**config.mk**
```make
export PLATFORM = sky130hd
export DESIGN_NAME = instr_fetch_unit_flat
export DESIGN_NICKNAME = d
export VERILOG_FILES = /design/src/rtl/instr_fetch_unit_if.sv /design/src/rtl/instr_fetch_unit.sv /design/src/flat_wrapper.sv
export SDC_FILE = /design/constraint.sdc
export NUM_CORES = 1
export LEC_CHECK = 0
export CAP_MARGIN = 20
export CORE_MARGIN = 2
export CORE_UTILIZATION = 35
export CTS_CLUSTER_SIZE = 24
export DETAILED_ROUTE_END_ITERATION = 6
export HOLD_SLACK_MARGIN = 0.03
export PLACE_DENSITY = 0.88
export SLEW_MARGIN = 20
export SYNTH_ARGS = -nofsm -noshare
export SYNTH_HDL_FRONTEND = slang
export SYNTH_SLANG_ARGS = --single-unit
```
**constraint.sdc**
```tcl
create_clock -name clk -period 1.4 [get_ports clk]
set_input_delay 0.35 -clock clk [delete_from_list [all_inputs] [get_ports clk]]
set_output_delay 0.35 -clock clk [all_outputs]
set_load 0.1 [all_outputs]
```
**src/rtl/instr_fetch_unit_if.sv**
```systemverilog
// Fetch-to-decode bundle: instruction handshake plus redirect request.
// master = fetch stage, slave = decode stage.
interface instr_fetch_unit_if #(
    parameter int BITS_DATA = 32,
    parameter int BITS_ADDR = 7
);
    logic [BITS_DATA-1:0] instr;
    logic [BITS_ADDR-1:0] instr_pc;
    logic                 instr_valid;
    logic                 instr_ready;
    logic                 redirect;
    logic                 redirect_sel;
    logic [BITS_ADDR-1:0] branch_target;
    logic [BITS_ADDR-1:0] jump_target;

    modport master (
        output instr, instr_pc, instr_valid,
        input  instr_ready, redirect, redirect_sel,
        input  branch_target, jump_target
    );

    modport slave (
        input  instr, instr_pc, instr_valid,
        output instr_ready, redirect, redirect_sel,
        output branch_target, jump_target
    );
endinterface

```
**src/rtl/instr_fetch_unit.sv**
```systemverilog
// Fetch stage: owns the PC, latches the word from async imem and
// hands it to decode over valid/ready, with branch/jump redirects.
module instr_fetch_unit #(
    parameter int                BITS_DATA = 32,
    parameter int                BITS_ADDR = 7,
    parameter logic [BITS_ADDR-1:0] RESET_PC = '0
) (
    input  logic                 clk,
    input  logic                 rst,
    input  logic                 start,
    output logic [BITS_ADDR-1:0] imem_addr,
    input  logic [BITS_DATA-1:0] imem_rd,
    output logic                 fetch_err,
    output logic                 busy,
    instr_fetch_unit_if.master   fif
);
    typedef enum logic [1:0] {
        IDLE,
        FETCH,
        VALID,
        ERROR
    } state_t;

    state_t               state;
    state_t               state_n;
    logic [BITS_ADDR-1:0] pc;
    logic [BITS_ADDR-1:0] seq_pc;
    logic [BITS_ADDR-1:0] target;
    logic                 pc_ld;
    logic [BITS_DATA-1:0] instr_q;
    logic [BITS_ADDR-1:0] instr_pc_q;

    // Sequential PC wraps naturally in BITS_ADDR bits.
    assign seq_pc = pc + BITS_ADDR'(4);

    always_comb begin
        target = seq_pc;
        if (fif.redirect) begin
            target = fif.redirect_sel ? fif.jump_target
                                      : fif.branch_target;
        end
    end

    always_comb begin
        state_n = state;
        pc_ld   = 1'b0;
        unique case (state)
            IDLE: begin
                if (start) state_n = FETCH;
            end
            FETCH: begin
                state_n = VALID;
            end
            VALID: begin
                if (fif.instr_ready) begin
                    if (target[1:0] != 2'b00) begin
                        state_n = ERROR;
                    end else begin
                        state_n = FETCH;
                        pc_ld   = 1'b1;
                    end
                end
            end
            ERROR: begin
                state_n = ERROR;
            end
        endcase
    end

    always_ff @(posedge clk) begin
        if (rst) begin
            state      <= IDLE;
            pc         <= RESET_PC;
            instr_q    <= '0;
            instr_pc_q <= '0;
        end else begin
            state <= state_n;
            if (state == FETCH) begin
                instr_q    <= imem_rd;
                instr_pc_q <= pc;
            end
            if (pc_ld) pc <= target;
        end
    end

    assign imem_addr       = pc;
    assign fif.instr       = instr_q;
    assign fif.instr_pc    = instr_pc_q;
    assign fif.instr_valid = (state == VALID);
    assign fetch_err       = (state == ERROR);
    assign busy            = (state != IDLE);
endmodule

```
**src/flat_wrapper.sv**
```systemverilog
// flat-port wrapper written by rule: the top's interface ports become plain ports
module instr_fetch_unit_flat 
#(
    parameter int                BITS_DATA = 32,
    parameter int                BITS_ADDR = 7,
    parameter logic [BITS_ADDR-1:0] RESET_PC = '0
)
  (clk, rst, start, imem_addr, imem_rd, fetch_err, busy, fif_instr, fif_instr_pc, fif_instr_valid, fif_instr_ready, fif_redirect, fif_redirect_sel, fif_branch_target, fif_jump_target);
  instr_fetch_unit_if #(.BITS_DATA(BITS_DATA), .BITS_ADDR(BITS_ADDR)) fif_i ();
  input  logic clk;
  input  logic rst;
  input  logic start;
  output logic [BITS_ADDR-1:0] imem_addr;
  input  logic [BITS_DATA-1:0] imem_rd;
  output logic fetch_err;
  output logic busy;
  output wire logic [$bits(fif_i.instr)-1:0] fif_instr;
  output wire logic [$bits(fif_i.instr_pc)-1:0] fif_instr_pc;
  output wire logic [$bits(fif_i.instr_valid)-1:0] fif_instr_valid;
  input wire logic [$bits(fif_i.instr_ready)-1:0] fif_instr_ready;
  input wire logic [$bits(fif_i.redirect)-1:0] fif_redirect;
  input wire logic [$bits(fif_i.redirect_sel)-1:0] fif_redirect_sel;
  input wire logic [$bits(fif_i.branch_target)-1:0] fif_branch_target;
  input wire logic [$bits(fif_i.jump_target)-1:0] fif_jump_target;
  assign fif_instr = fif_i.instr;
  assign fif_instr_pc = fif_i.instr_pc;
  assign fif_instr_valid = fif_i.instr_valid;
  assign fif_i.instr_ready = fif_instr_ready;
  assign fif_i.redirect = fif_redirect;
  assign fif_i.redirect_sel = fif_redirect_sel;
  assign fif_i.branch_target = fif_branch_target;
  assign fif_i.jump_target = fif_jump_target;
  instr_fetch_unit #(.BITS_DATA(BITS_DATA), .BITS_ADDR(BITS_ADDR), .RESET_PC(RESET_PC)) u_core (.clk(clk), .rst(rst), .start(start), .imem_addr(imem_addr), .imem_rd(imem_rd), .fetch_err(fetch_err), .busy(busy), .fif(fif_i));
endmodule
```
* Word level (Yosys, flattened, before mapping) *
Cells that the tools add are included.

storage, ports and cells
  register bits = 48
  bits of input ports = 52
  output and inout bits = 49

cells by class
  $add $sub $neg = 1
  equality and inequality tests = 5
  multiplexer cells = 9
  reduce and logical (&&, ||, !) cells = 4

operators by type and width
  cell                                                                      number
  7-bit 2-to-1 mux                                                          2
  2-bit case mux with 4 select lines                                        1
  7-bit by 3-bit adder with 7-bit output (second input constant)            1
  2-bit 2-to-1 mux                                                          3
  2-bit == test (second input constant)                                     2
  2-bit nonzero test                                                        2
  1-bit 2-to-1 mux                                                          3
  2-bit by 1-bit == test with 1-bit output (second input constant)          1
  2-bit logical NOT                                                         1
  2-bit by 1-bit inequality test with 1-bit output (second input constant)  1
  2-bit inequality test (second input constant)                             1
  2-bit AND reduction                                                       1

* Logic depth before layout (Yosys ltp) *
  depth in word-level cells = 6
  mapped depth = 6
  depth with buffers taken out = 5

* Worst setup path before layout *
OpenSTA, ideal clock, no wires.

  kind = flip-flop to flip-flop
  start point = reg u_core.state[1]
  end point = reg u_core.pc[5] (netlist: u_core.imem_addr[5])
  setup time = 0.132 ns
  arrival time = 2.673 ns
  data required time = 1.268 ns
  setup slack = -1.406 ns
  stages on the path, launching flop included = 5
  buffers on the path = 0
  clock period less this slack = 2.806 ns
  cell sequence = dfxtp_1 nor2b_1 nand3_1 o31ai_1 a21oi_1

on the way
  longest elaborated chain between the ends = 2

RTL lines
  item                       RTL line                text
  start, declared            instr_fetch_unit.sv:24  state_t state;
  start signal, assigned     instr_fetch_unit.sv:77  state <= state_n;
  2-bit == test              n/a
  named net fif_instr_valid  flat_wrapper.sv:19      output wire logic [$bits(fif_i.instr_valid)-1:0] fif_instr_valid;
  1-bit 2-to-1 mux           instr_fetch_unit.sv:47  unique case (state)
  end signal, assigned       instr_fetch_unit.sv:82  if (pc_ld) pc <= target;
  end, declared              instr_fetch_unit.sv:26  logic [BITS_ADDR-1:0] pc;

The timed path passes the listed nets, and every way through them passes these cells.
A chain may end at the register's enable or synchronous reset.

* Worst setup path in the final report *
  start point = reg u_core.state[0]
  end point = out busy

on the way
  longest elaborated chain between the ends = 1

RTL lines
  item                RTL line                text
  2-bit nonzero test  instr_fetch_unit.sv:91  assign busy = (state != IDLE);
  end, declared       flat_wrapper.sv:16      output logic busy;

Every way passes these cells.

==> run metrics <==
outcome finished with violations; failing checks setup timing; Syn. warnings 0; crit path time final 1430 ps; RR Startpoint u_core.state[1]; fin worst setup slack -27.4 ps; hpwl dp 4.52 mm; crit path capture type primary output; Clock Sinks 48; Routed Antenna Nets 0; TritonCTS Buffers 5; total gr overflow 0; vias in the first global route 2,226; largest net degree at the start of global routing 26; Final period util 102%; global-route wire length before repair 9.99 mm; most frequent cells in the layout nand2_1, buf_12, clkdlybuf4s50_1; first drt pass iteration count 4; total number of vias 2,150; final hold vios 0; Worst-Margin Slew 375 ps; Worst path top cell family by delay flip-flops; R2R setup slack 30 ps; pre-CTS setup slack -576 ps; crit-path max cell delay 360 ps; die span in x 77.7 um; die extent in y 77.7 um; Initial Util 36.8%; CTS tree done; Worst Hold Path EP u_core.fif.instr[22]; CTS Hold Bufs 0; clock root cell clkbuf_8; layout cells sized above 1 30.0%; cell area power density 948 nW/um2; Setup Crit Path Kind flip-flop to primary output; IO Port Bufs 100; placed cell count 414; crit-path max FO 5; startpoint types flip-flop; RePlAce Congestion 0.847; # H-tree levels 2; I/O pin total 101; Hold Crit Start rst; leakage power 1.44 nW; synthesized cell area 1900 um2; register area share after synthesis 50.5%; syn nets 295; RSZ-0062 raised after global routing true; Antenna Cells 0; mean routed wirelength per cell 14.5 um; Mean Syn Cell Area 7.86 um2; core outline area 5170 um2; fill count 355; cells after synthesis 242; Slew HR 75.0%; hold path depth 2; # nets final 409; Synth-to-Final Area Change 99.7%; Worst Clk Skew 2.94 ps; Max VDD drop 0.597 mV; Rows 26; worst min-delay path class input port to flip-flop; Vias/cell 5.04; Reg2Reg Depth 5; Max Slew Vio Count 0; initial drt markers 63; number of buffers and inverters on the critical path 1; worst path arrival time 1080 ps; Max Cap Viol 0; Yosys reg bits 48; initial antenna violation count 0; Setup violations, final 2; DIE AREA 6040 um2; Cell Count, Final, Fillers Out 427; WP data required 1050 ps; R2R Path End u_core.imem_addr[3]; Fmax 701 MHz; DR DRC count 0; commonest non-fill, non-tap cell in the layout nand2_1; overall routing resource usage 20.3%; Clock Latency Late Sink 290 ps; crit-path cells or2_4 -> buf_12; maximum root-to-sink buffer count 2; Reg clk slew, reported paths 90 ps; Post-Route WL 6.19 mm; Synth cell types 32; Critical Path Slowest Stage Cell dfxtp_2
==> cell usage after synthesis <==
master | count | area, um2
and3_1 | 1 | 6.26
clkbuf_1 | 8 | 30.0
nor2b_1 | 1 | 6.26
dfxtp_1 | 48 | 961
a21oi_1 | 46 | 230
o311ai_1 | 1 | 8.76
o2111ai_1 | 1 | 8.76
ha_1 | 1 | 12.5
nand3_1 | 6 | 30.0
mux2i_1 | 5 | 50.1
o31ai_1 | 3 | 22.5
nor2_1 | 5 | 18.8
or3b_1 | 1 | 8.76
or2_1 | 1 | 6.26
or2_2 | 2 | 12.5
nand2b_1 | 1 | 6.26
a211oi_1 | 1 | 7.51
o311ai_2 | 1 | 16.3
o22ai_1 | 2 | 12.5
buf_2 | 2 | 10.0
inv_1 | 4 | 15.0
o21bai_1 | 1 | 7.51
buf_1 | 4 | 15.0
buf_6 | 1 | 11.3
o311a_2 | 1 | 11.3
nor3_1 | 2 | 10.0
o21ai_0 | 1 | 5.00
o21ai_1 | 2 | 10.0
nor3b_1 | 2 | 15.0
and2_1 | 1 | 6.26
a31oi_1 | 3 | 18.8
nand2_1 | 83 | 312
==> worst register-to-register path: stages (launching register included) <==
cell	delay (ps)
dfxtp_4	370
nor2b_4	190
buf_4	170
and3_4	210
o2111ai_2	130
a21oi_1	210
==> timing repair <==
action,CTS,global route
pin swaps,11,3
setup buffers,3,2
endpoints found under the setup margin,11,10
endpoints found under the hold margin,0,0
gates resized for setup,16,8
==> final cells by class <==
cell class	count	area [um2]	share of cell area (%)
clock buffer	7	86.3	2.27
tap	70	87.6	2.31
sequential	48	978	25.8
multi-input combinational	175	967	25.5
timing repair buffer	122	1660	43.6
inverter	4	15.0	0.395
clock inverter	1	6.26	0.165
==> power breakdown <==
group          switching [mW]  total [mW]  internal [mW]  leakage (nW)
combinational           0.747        1.25          0.501         0.998
clock                   0.448       0.851          0.403        0.0488
sequential             0.0739        1.50           1.43         0.395
total                    1.27        3.60           2.33          1.44
==> through the flow <==
stage	power [mW]	TNS [ps]	cell area, um2	hold slack, ps	util [%]
floorplan	2.20	-926	1930	485	-
global placement	2.72	-3820	3570	479	69.1
detailed placement	2.75	-4250	3570	486	69.1
CTS	3.62	-47.3	3740	432	72.4
global route	3.75	-243	3800	482	73.4
finish	3.60	-42.3	3800	467	73.4
==> routing by layer <==
| metal | GRT usage (%) | share of wire, % | vias to the layer above |
|---|---|---|---|
| met1 | 23.5 | 40 | 1015 |
| met5 | 0 | 0 | - |
| met2 | 36.3 | 51 | 86 |
| li1 | - | - | 1041 |
| met4 | 5.18 | 1.2 | 0 |
| met3 | 5.93 | 7.7 | 8 |
==> how the worst max path moves through the flow <==
stage | startpoint | depth (start not counted) | end
after floorplan | u_core.state[1] | 4 | u_core.imem_addr[5]
after global placement | fif_redirect_sel | 5 | u_core.imem_addr[4]
after detailed placement | fif_redirect_sel | 5 | u_core.imem_addr[4]
after CTS | u_core.state[1] | 2 | busy
after global routing | u_core.state[0] | 2 | busy
final | u_core.state[0] | 2 | busy
==> registers in the layout, summed over array words and instances, names as in the netlist <==
register	flops
u_core.imem_addr	7
u_core.fif.instr_pc	7
u_core.fif.instr	32
u_core.state	2
==> cells by family after synthesis <==
family                     Yosys count  synth area share, %
AOI/OAI and AO/OA                   63                 18.9
and+or+nand+nor                    106                 23.0
adders and majority gates            1                0.658
DFF                                 48                 50.5
muxes                                5                 2.63
buffers and inverters               19                 4.28
Power figures use the tool's default switching activity.
